[config.mk]
export PLATFORM = sky130hd
export DESIGN_NAME = coastal_sensor_encoder_flat
export DESIGN_NICKNAME = d
export VERILOG_FILES = /design/src/rtl/coastal_sensor_encoder_if.sv /design/src/rtl/coastal_sensor_encoder.sv /design/src/flat_wrapper.sv
export SDC_FILE = /design/constraint.sdc
export NUM_CORES = 1
export LEC_CHECK = 0
export ABC_AREA = 1
export ABC_CLOCK_PERIOD_IN_PS = 2800
export CORE_ASPECT_RATIO = 0.9
export CORE_MARGIN = 3
export CORE_UTILIZATION = 60
export CTS_CLUSTER_DIAMETER = 40
export CTS_CLUSTER_SIZE = 20
export DETAILED_ROUTE_END_ITERATION = 8
export PLACE_DENSITY_LB_ADDON = 0.08
export SYNTH_ARGS = -nofsm -noshare
export SYNTH_HDL_FRONTEND = slang
export SYNTH_SLANG_ARGS = --single-unit
[constraint.sdc]
create_clock -name clk -period 2.8 [get_ports clk]
set_input_delay 0.56 -clock clk [delete_from_list [all_inputs] [get_ports clk]]
set_output_delay 0.56 -clock clk [all_outputs]
set_load 0.02 [all_outputs]
[src/rtl/coastal_sensor_encoder_if.sv]
// Sensor-side bundle of the coastal sensor encoder: raw lines and enable in,
// debounced levels and risk flags out.
interface coastal_sensor_encoder_if;
  logic       enable;
  logic [5:0] sens_raw;
  logic [5:0] sens_stable;
  logic       X;
  logic       C_Total;
  logic       upd;

  modport master (
    output enable, sens_raw,
    input  sens_stable, X, C_Total, upd
  );

  modport slave (
    input  enable, sens_raw,
    output sens_stable, X, C_Total, upd
  );
endinterface

[src/rtl/coastal_sensor_encoder.sv]
// Synchronises, samples and debounces six hazard lines, then encodes them into
// the any-risk (X) and total-crisis (C_Total) flags with a change strobe.
module coastal_sensor_encoder #(
  parameter int SAMPLE_DIV = 16,
  parameter int DEB_LEN    = 4
) (
  input  logic                      clk,
  input  logic                      reset_n,
  coastal_sensor_encoder_if.slave   bus
);

  localparam int PW = (SAMPLE_DIV > 1) ? $clog2(SAMPLE_DIV) : 1;
  localparam int CW = $clog2(DEB_LEN) + 1;
  localparam logic [PW-1:0] PCNT_MAX = PW'(SAMPLE_DIV - 1);
  localparam logic [CW-1:0] CNT_MAX  = CW'(DEB_LEN - 1);

  logic [5:0]    sync_meta;
  logic [5:0]    sync;
  logic [PW-1:0] pcnt;
  logic          tick;
  logic [5:0]    s;
  logic [CW-1:0] cnt [6];
  logic          x_q;
  logic          c_q;
  logic          upd_q;

  // Two-flop synchroniser; runs regardless of enable so sync is always fresh.
  // NOTE: every flop here uses non-blocking assignment so all registers see
  // pre-edge values and simulation order cannot change the result.
  always_ff @(posedge clk or negedge reset_n) begin
    if (!reset_n) begin
      sync_meta <= '0;
      sync      <= '0;
    end else begin
      sync_meta <= bus.sens_raw;
      sync      <= sync_meta;
    end
  end

  assign tick = bus.enable && (pcnt == PCNT_MAX);

  always_ff @(posedge clk or negedge reset_n) begin
    if (!reset_n) begin
      pcnt <= '0;
    end else if (!bus.enable || tick) begin
      pcnt <= '0;
    end else begin
      pcnt <= pcnt + 1'b1;
    end
  end

  // NOTE: the per-channel counters are ordinary registers, not a RAM, so they
  // are cleared by reset; a partial run must never survive reset.
  always_ff @(posedge clk or negedge reset_n) begin
    if (!reset_n) begin
      s <= '0;
      for (int i = 0; i < 6; i++) cnt[i] <= '0;
    end else if (tick) begin
      for (int i = 0; i < 6; i++) begin
        if (sync[i] == s[i]) begin
          cnt[i] <= '0;
        end else if (cnt[i] == CNT_MAX) begin
          s[i]   <= sync[i];
          cnt[i] <= '0;
        end else begin
          cnt[i] <= cnt[i] + 1'b1;
        end
      end
    end
  end

  // Both flags come from the same s snapshot, so C_Total=1 implies X=1.
  always_ff @(posedge clk or negedge reset_n) begin
    if (!reset_n) begin
      x_q   <= 1'b0;
      c_q   <= 1'b0;
      upd_q <= 1'b0;
    end else begin
      x_q   <= |s;
      c_q   <= &s;
      upd_q <= ({|s, &s} != {x_q, c_q});
    end
  end

  assign bus.sens_stable = s;
  assign bus.X           = x_q;
  assign bus.C_Total     = c_q;
  assign bus.upd         = upd_q;

endmodule
[src/flat_wrapper.sv]
// flat-port wrapper written by rule: the top's interface ports become plain ports
module coastal_sensor_encoder_flat 
#(
  parameter int SAMPLE_DIV = 16,
  parameter int DEB_LEN    = 4
)
  (clk, reset_n, bus_enable, bus_sens_raw, bus_sens_stable, bus_X, bus_C_Total, bus_upd);
  coastal_sensor_encoder_if bus_i ();
  input  logic clk;
  input  logic reset_n;
  input wire logic [$bits(bus_i.enable)-1:0] bus_enable;
  input wire logic [$bits(bus_i.sens_raw)-1:0] bus_sens_raw;
  output wire logic [$bits(bus_i.sens_stable)-1:0] bus_sens_stable;
  output wire logic [$bits(bus_i.X)-1:0] bus_X;
  output wire logic [$bits(bus_i.C_Total)-1:0] bus_C_Total;
  output wire logic [$bits(bus_i.upd)-1:0] bus_upd;
  assign bus_i.enable = bus_enable;
  assign bus_i.sens_raw = bus_sens_raw;
  assign bus_sens_stable = bus_i.sens_stable;
  assign bus_X = bus_i.X;
  assign bus_C_Total = bus_i.C_Total;
  assign bus_upd = bus_i.upd;
  coastal_sensor_encoder #(.SAMPLE_DIV(SAMPLE_DIV), .DEB_LEN(DEB_LEN)) u_core (.clk(clk), .reset_n(reset_n), .bus(bus_i));
endmodule
==> reports/qor.txt <==
Run status: finished clean
Initial DRC count: 56
Req. time, crit path: 2.24 ns
Setup Skew: 0.001630 ns
Worst Hold Slack: 0.3160 ns
Longest Clk Path Bufs: 2
Most common flop cell mapped by yosys: dfrtp_1
Core Util, Final: 75.24%
Total design power: 1.067 mW
RR Startpoint: u_core.pcnt[0]
Routability cong.: 0.7691
Avg Vias per Cell: 5.045
Largest net degree at the start of global routing: 44
Crit-path max FO: 5
Count of state elements after synthesis: 43
Arr. time, crit path: 1.50 ns
CTS Root Cell: clkbuf_4
FFs w/ async S/R, synth: 100.0%
Rows: 18
Die Span Y: 59.66 um
Reg2reg end: u_core.bus.sens_stable[0]
CP startpoint: u_core.bus.sens_stable[4]
Total Nets Final: 244
Hold Path Class: in2async
Critical path endpoint category: primary output
CP Class: reg2out
Fill count: 196
Worst-margin pin slew: 0.9145 ns
Endpoints failing setup: 0
Setup TNS: 0 ns
Most instantiated cells after synthesis: dfrtp_1, inv_1, nand2_1, nor2_1, nand3_1
Post-CTS setup buffer count: 0
Initial Util: 66.06%
CP Buf/Inv Count: 1
Post-CTS Resized: 0
CORE AREA: 2905 sq um
Synth unique cells: 16
Clock power frac: 31.7%
Int Pwr: 817.3 uW
Residual DRC count: 0
Switch share: 23.38%
Total GRT Usage: 21.29%
F_max: 0.4866 GHz
Leakage: 1.093 nW
TritonCTS clock tree: built
Die width: 65.62 um
Final worst-path cycle share: 73.40%
Sequential area share after synthesis: 56.06%
Max-slew violations: 0
Max-cap violations: 0
CP max stage delay: 0.65 ns
Switching component of the power: 249.3 uW
Crit path launch type: register
IO Pins: 18
EDFF count, synth: 0
RSZ-0062 raised after global routing: no
Ant. Diodes: 0
CP max-delay cell: clkdlybuf4s50_1
Cell Area, Synth: 1919 sq um
CTS H-tree lvls: 2
Antenna violations before repair: 0
Clock slew at reported path FFs: 0.11 ns
R2R cell count: 7
Ys Warns: 0
Worst Slack Setup Final: 0.7447 ns
Cts hold-fix bufs: 0
Cts bufs inserted: 5
Full die area: 3915 sq um
Power Density: 488.0 nW/um^2
Combinational share of power: 6.7%
Top delay family on crit path: buffers and inverters
Worst VDD drop: 0.3863 mV
Slew margin rel.: 39.03%
Worst-Skew Late Latency: 0.36 ns
Final WL: 3413 um
Drt pass-1 iters: 5
R2r setup slk: 1.20 ns
Routed wire per std cell: 12.69 um
Post-synth top area share: 56.06%
Syn_nets: 223
Final HPWL DP: 2553 um
Reg power frac: 61.5%
Most frequent cell after synthesis: dfrtp_1
Largest cells by area after synthesis: dfrtp_1, inv_1, nand2_1, nand3_1, nor2_1
Vias: 1357
GRT overflow: 0
Post-route antenna net violation count: 0
Hold Violations, Final: 0
Final worst path period need: 2.055 ns
Leading area contributor after synthesis: dfrtp_1
Worst path cell trace: clkdlybuf4s50_1
Share of layout cells above drive strength 1: 7.860%
TritonCTS Sinks: 43
First-pass GRT wire length: 6030 um
Area grow syn2layout: 13.89%
Vias in the first global route: 1350
Post-Syn Instances: 207
PortBufs: 17
Avg Inst Size Synth: 9.272 sq um
DP Worst Slack: 0.5638 ns
## routing by layer
metal,vias to the layer above,track usage [%],part of all wire [%]
met5,-,0,0
met4,0,8.876,1.8
met3,10,8.083,6.1
met2,39,34.29,49
met1,629,25.92,43
li1,679,-,-
## cells in the final DEF (no fill, tap or decap), drive strengths merged
master         count
inv               40
nand2             35
nor2              26
clkbuf             8
ha                 7
nor3               1
dfrtp             43
o21ai              7
nand3             20
xor2               6
clkdlybuf4s50     16
nand4              3
a21oi              9
a21boi             6
buf                2
## power groups by stage
| stage | Combinational, mW | Clock, mW | Sequential, mW |
|---|---|---|---|
| 2_1_floorplan | 0.0423 | 0 | 0.664 |
| 3_3_place_gp | 0.0685 | 0 | 0.667 |
| 3_5_place_dp | 0.0731 | 0 | 0.668 |
| 4_1_cts | 0.0732 | 0.349 | 0.656 |
| 5_1_grt | 0.0835 | 0.377 | 0.659 |
| 6_report | 0.0719 | 0.339 | 0.656 |
## logic make-up after synthesis
group | count (synthesis) | synth area share (%)
simple gates | 85 | 18.97
fa+ha+maj | 7 | 4.563
buf+inv | 44 | 9.778
xor+xnor | 6 | 2.738
flops | 43 | 56.06
compound gates | 22 | 7.888
## worst max-delay path by stage
stage / end / slack [ns] / cells past startpoint
finish: bus_sens_stable[4] / 0.74 / 1
global route: bus_sens_stable[4] / 0.67 / 1
CTS: bus_sens_stable[2] / 0.73 / 1
detailed placement: u_core.bus.sens_stable[0] / 0.56 / 7
global placement: u_core.bus.sens_stable[4] / 0.67 / 7
floorplan: u_core.cnt[10] / 1.33 / 5
## sequential cells by signal, indices dropped and copies added, names as in the netlist
| signal | count |
|---|---|
| u_core.bus.C_Total | 1 |
| u_core.bus.X | 1 |
| u_core.bus.sens_stable | 6 |
| u_core.bus.upd | 1 |
| u_core.cnt | 18 |
| u_core.pcnt | 4 |
| u_core.sync | 6 |
| u_core.sync_meta | 6 |
## stage by stage
stage | cells | area, sq um
2_1_floorplan | 207 | 1919
3_3_place_gp | 261 | 2117
3_5_place_dp | 261 | 2117
4_1_cts | 269 | 2186
5_1_grt | 269 | 2186
6_report | 269 | 2186
## cell type report
cell class	count	area (sq um)	share of cell area, %
Timing Repair Buffer	18	185.2	8.472
Clock buffer	8	68.82	3.148
Multi-Input combinational cell	120	655.6	29.99
Tap cell	40	50.05	2.290
Inverter	40	150.1	6.869
Sequential cell	43	1076	49.23
(Power assumes the default switching activity.)
